`config.mk`:
```
export PLATFORM = sky130hd
export DESIGN_NAME = branch_cond_unit
export DESIGN_NICKNAME = d
export VERILOG_FILES = /design/src/rtl/branch_cond_unit.sv
export SDC_FILE = /design/constraint.sdc
export NUM_CORES = 1
export LEC_CHECK = 0
export CAP_MARGIN = 0
export CORE_UTILIZATION = 22
export CTS_CLUSTER_DIAMETER = 60
export DETAILED_ROUTE_END_ITERATION = 8
export PLACE_DENSITY = 0.88
export SYNTH_ARGS = -nofsm -noshare
export SYNTH_HDL_FRONTEND = slang
export SYNTH_SLANG_ARGS = --single-unit
export TNS_END_PERCENT = 50
```
`constraint.sdc`:
```
create_clock -name clk -period 2.9 [get_ports clk]
set_input_delay 0.58 -clock clk [delete_from_list [all_inputs] [get_ports clk]]
set_output_delay 0.58 -clock clk [all_outputs]
set_load 0.02 [all_outputs]
```
`src/rtl/branch_cond_unit.sv`:
```
// Flag register plus B / B.cond / CBZ / CBNZ evaluation; registered take-branch decision.
// Flags set in the same cycle are forwarded into the condition check.
module branch_cond_unit #(
    parameter int WIDTH = 64
) (
    input  logic             clk,
    input  logic             reset,
    input  logic             en,
    input  logic             set_flags,
    input  logic [WIDTH-1:0] alu_result,
    input  logic             alu_carry,
    input  logic             alu_overflow,
    input  logic             br_valid,
    input  logic [1:0]       br_type,
    input  logic [3:0]       cond,
    input  logic [WIDTH-1:0] cb_operand,
    output logic [3:0]       flags_q,
    output logic             take_branch,
    output logic             br_done
);

    localparam logic [1:0] BR_B    = 2'b00;
    localparam logic [1:0] BR_COND = 2'b01;
    localparam logic [1:0] BR_CBZ  = 2'b10;
    localparam logic [1:0] BR_CBNZ = 2'b11;

    // f is {N,Z,C,V}
    function automatic logic cond_holds(input logic [3:0] c, input logic [3:0] f);
        logic n, z, cy, v;
        n  = f[3];
        z  = f[2];
        cy = f[1];
        v  = f[0];
        case (c)
            4'h0:    cond_holds = z;
            4'h1:    cond_holds = !z;
            4'h2:    cond_holds = cy;
            4'h3:    cond_holds = !cy;
            4'h4:    cond_holds = n;
            4'h5:    cond_holds = !n;
            4'h6:    cond_holds = v;
            4'h7:    cond_holds = !v;
            4'h8:    cond_holds = cy & !z;
            4'h9:    cond_holds = !cy | z;
            4'hA:    cond_holds = (n == v);
            4'hB:    cond_holds = (n != v);
            4'hC:    cond_holds = !z & (n == v);
            4'hD:    cond_holds = z | (n != v);
            default: cond_holds = 1'b1;
        endcase
    endfunction

    logic [3:0] new_flags_p0;
    logic [3:0] eff_flags_p0;
    logic       decision_p0;
    logic       cb_zero_p0;

    always_comb begin
        new_flags_p0 = {alu_result[WIDTH-1], ~|alu_result, alu_carry, alu_overflow};
        eff_flags_p0 = set_flags ? new_flags_p0 : flags_q;
        cb_zero_p0   = ~|cb_operand;
        decision_p0  = 1'b0;
        case (br_type)
            BR_B:    decision_p0 = 1'b1;
            BR_COND: decision_p0 = cond_holds(cond, eff_flags_p0);
            BR_CBZ:  decision_p0 = cb_zero_p0;
            BR_CBNZ: decision_p0 = !cb_zero_p0;
            default: decision_p0 = 1'b0;
        endcase
    end

    // Stage p0 -> p1: flag register and branch decision register
    always_ff @(posedge clk or posedge reset) begin
        if (reset) begin
            flags_q     <= 4'b0000;
            take_branch <= 1'b0;
            br_done     <= 1'b0;
        end else if (en) begin
            if (set_flags)
                flags_q <= new_flags_p0;
            take_branch <= br_valid & decision_p0;
            br_done     <= br_valid;
        end
    end

endmodule
```
Yosys cells after proc, flatten, opt, wreduce, memory -nomap -nowiden:

Index checks and enable logic that the tools add are counted.

* output and inout port bits: 6
* word-level logic and storage cells: 39
* bits in registers: 6
* input bits: 141

* bitwise operators: 5
* reductions and logical operators: 10
* equality and inequality tests: 18
* muxes and demuxes: 3

Operators with widths (number)
* $reduce_or 64->1: 2
* $eq 4x4->1 const B: 6
* $eq 4x3->1 const B: 4
* $pmux 1 s14: 1
* $eq 4x2->1 const B: 2
* $logic_not 1->1: 6
* $eq 2x2->1 const B: 2
* $eq 4x1->1 const B: 1
* $logic_not 4->1: 1
* $mux 4: 1
* $pmux 1 s4: 1
* $and 1x1->1: 3
* $eq 2x1->1 const B: 1
* $logic_not 2->1: 1
* $or 1x1->1: 2
* $eq 1x1->1: 1
* $ne 1x1->1: 1

Longest topological paths before layout:

* depth in word-level cells: 8
* depth in mapped cells: 8
* mapped depth without buffers: 7

Worst setup path after synthesis:

OpenSTA, ideal clock, no wires.

* kind: input -> register
* from: in set_flags
* to: reg take_branch
* path buffers: 1
* path slack: 994 ps
* arrival: 1775 ps
* required time: 2769 ps
* library setup time: 131 ps
* stages on the path: 7
* cell sequence: buf_4 mux4_2 mux2i_1 or3_1 a21oi_2 a211oi_1 a31oi_1

* word-level cells in the longest chain between the ends: 6
* elaborated cells on any way between the ends: 14
* classes of those cells: 2 x eq/ne; 3 x mux; 5 x bitwise; 4 x reduce/logical

Ends and longest elaborated chain
* start, declared: line 9 `input logic set_flags,`
* $mux 4 *
* $ne 1x1->1 (tied with other cells): line 46, 48
* $or 1x1->1 (tied with other cells): line 48 `4'hD: cond_holds = z | (n != v);`
* $pmux 1 s14 *: line 34 `case (c)`
* $pmux 1 s4 *: line 63 `case (br_type)`
* $and 1x1->1 *: line 81 `take_branch <= br_valid & decision_p0;`
* end signal, assigned: line 81
* end, declared: line 18 `output logic take_branch,`

Mark *: on every way between the ends. The rest lies on a longest branch, timed or not.
A chain may end at the register's enable or synchronous reset.

Worst setup path in the final report:

Ends and elaborated chain as after synthesis.

==> flow_summary.toml <==
[global_route]
antenna_found_initial = 0
grt_max_degree = 10
first_global_vias = 1334
grt_use_total_pct = 21.3
overflow = 0
grt_first_pass_wirelength_um = 5930

[synth]
synth_area_leaders = "nor4_1 (23%), dfrtp_1 (19%), mux2_2 (7.2%)"
synth_warnings = 0
synthesis.area_um2 = 782
synthCells = 96
ys.flop_type = "dfrtp_1"
synth_edf_count = 0
ys_ff_latch = 6
ys_types = 32
async_flop_share_pct = 100
avgSynthCellArea_um2 = 8.15
ys_top_cells_by_count = "nor4_1 (29), dfrtp_1 (6), nand2_1 (6), nand4_1 (6), mux2_2 (5)"
yosys.area.top_type = "nor4_1"
ys_seq_area_share_pct = 19.2
synth_top_area_share_pct = 23.2
synth_fp_nets = 237
yosysMostFrequentCell = "nor4_1"

[place]
dp_cells = 286
io_buffer_count = 146
dp_hpwl_um = 3870
routabilityCongestion = 0.753

[floorplanning]
die_area_mm2 = 0.00380
die_h_um = 61.6
std_cell_rows = 21
die_w_um = 61.6
design.core.area_mm2 = 0.00336
initial_utilization_pct = 23.3
io_pins = 147

[drt]
vias = 1397
drc = 0
drt_iter0_drc = 23
final_antenna_net_count = 0
dr.pass1.iters = 4
wire_per_inst_um = 14.6
wirelength_um = 4220
routed_via_density = 4.83

[power_and_ir_drop]
power.static_leakage_nw = 0.793
vdd_drop_max_mv = 0.217
power.density_mw_per_mm2 = 203

[clocking]
cts_buffers = 3
cts_setup_buffers = 0
clock-sinks = 6
clkTransAtPathRegs_ns = 0.05
htree_levels = 1
clk-insertion-delay-late_ns = 0.24
cts_hold_buf = 0
cts.path.max_buffers = 2
cts-root-buf = "clkbuf_4"
cts_tree = "done"
cts_resized = 0

[worst_setup_path]
critPathLaunchType = "primary input"
r2r_cells = 6
critPathMaxFanout = 9
reg2reg_slack_ns = 1.25
path_class = "primary input to flop"
end_kind = "flop"
critPathArrivalTime_ns = 2.41
r2r_end = "take_branch"
crit_required_ns = 3.02
rr_startpoint = "flags_q[0]"

[timing]
slew_viol_final = 0
finalHoldViolations = 0
setup_violations = 0
post-route-min-period_ns = 2.29
finalCritPeriodShare_pct = 79.1
rsz0062_at_grt = "false"
max_freq_ghz = 0.436
fin_tns_setup_ns = 0
tightest_slew_ns = 0.422
clock_skew_ns = 0.00410
max_slew_margin_pct = 71.6

[final_layout]
final_cells = 289
antennaDiodeCount = 0
drive_above_1_share_pct = 6.17
layout.nets = 386
syn2layout_area_growth_pct = 196

[worst_hold_path]
hold_start = "br_done"
hold_path_depth = 1
holdPathEnd = "br_done"
hp-class = "flop to flop"

[job]
max-cap-violations = 0

[status]
outcome = "finished clean"
per-layer routing:
| metal | track usage [%] | wire, um | up-vias |
|---|---|---|---|
| li1 | - | - | 709 |
| met1 | 27.4 | 1700 | 627 |
| met2 | 35.8 | 2200 | 55 |
| met3 | 5.04 | 282 | 6 |
| met4 | 5.08 | 43 | 0 |
| met5 | 0 | 0 | - |
cells in the final DEF (no fill, tap or decap), types with 2 or more instances in the layout:
cell type        Yosys  routed
a21oi_1              3       3
nor2b_1              2       2
or4_1                2       2
xnor2_1              2       2
nor4_2               3       3
mux2_2               5       5
clkdlybuf4s50_1      0     146
dfrtp_1              6       6
nand4_1              6       6
o21ai_1              2       2
nor4b_1              2       2
nand2_1              6       6
nand3b_1             3       3
inv_1                3       3
clkbuf_4             0       3
nor4_1              29      29
a31oi_1              3       3
nor3_1               3       3
worst max path at each step:
stage               startpoint           to  slack (ns)  depth (start not counted)
CTS                  set_flags  take_branch        0.58                          7
global placement     set_flags  take_branch        0.39                          7
finish               set_flags  take_branch        0.61                          7
global route         set_flags  take_branch        0.35                          8
detailed placement   set_flags  take_branch        0.32                          7
floorplan            set_flags  take_branch        0.99                          7
state kept, by name (all words and copies together), names as in the netlist:
signal       flops
br_done          1
flags_q          4
take_branch      1
per-stage QoR:
| stage | hold WS, ns | utilization, % | power (mW) | instance area [um2] | worst slack [ns] |
|---|---|---|---|---|---|
| floorplan | 0.371 | - | 0.166 | 782 | 0.994 |
| global placement | 0.504 | 68.0 | 0.386 | 2290 | 0.392 |
| detailed placement | 0.496 | 68.0 | 0.390 | 2290 | 0.318 |
| CTS | 0.516 | 68.7 | 0.472 | 2310 | 0.583 |
| global route | 0.539 | 68.7 | 0.496 | 2310 | 0.348 |
| finish | 0.512 | 68.7 | 0.468 | 2310 | 0.607 |
cell families after synthesis:
family                 synth area share (%)
XOR/XNOR                               3.36
multiplexers                           11.4
AO/OA/AOI/OAI                          12.5
AND/OR/NAND/NOR                        50.6
buffers and inverters                  3.04
flip-flops                             19.2
worst max-delay path, stage by stage:
cell and delay, ns:
clkdlybuf4s50_1 0.64, mux4_2 0.53, mux2i_1 0.18, or3_1 0.15, a21oi_2 0.05, a211oi_1 0.17, a31oi_1 0.11
cell type report:
cell class | count | area (um2)
well taps | 46 | 57.6
fillers | 301 | 1050
inverters | 3 | 11.3
multi-input cells | 85 | 608
clock buffers | 3 | 22.5
repair buffers | 146 | 1460
flip-flops and latches | 6 | 150
where the power goes:
group	total, mW	switching (mW)	leakage [nW]	internal (mW)
combinational	0.289	0.0771	0.706	0.212
clock	0.0783	0.0314	0.0138	0.0469
sequential	0.101	0.00833	0.0736	0.0930
total	0.468	0.117	0.793	0.352
(Power assumes the default switching activity.)
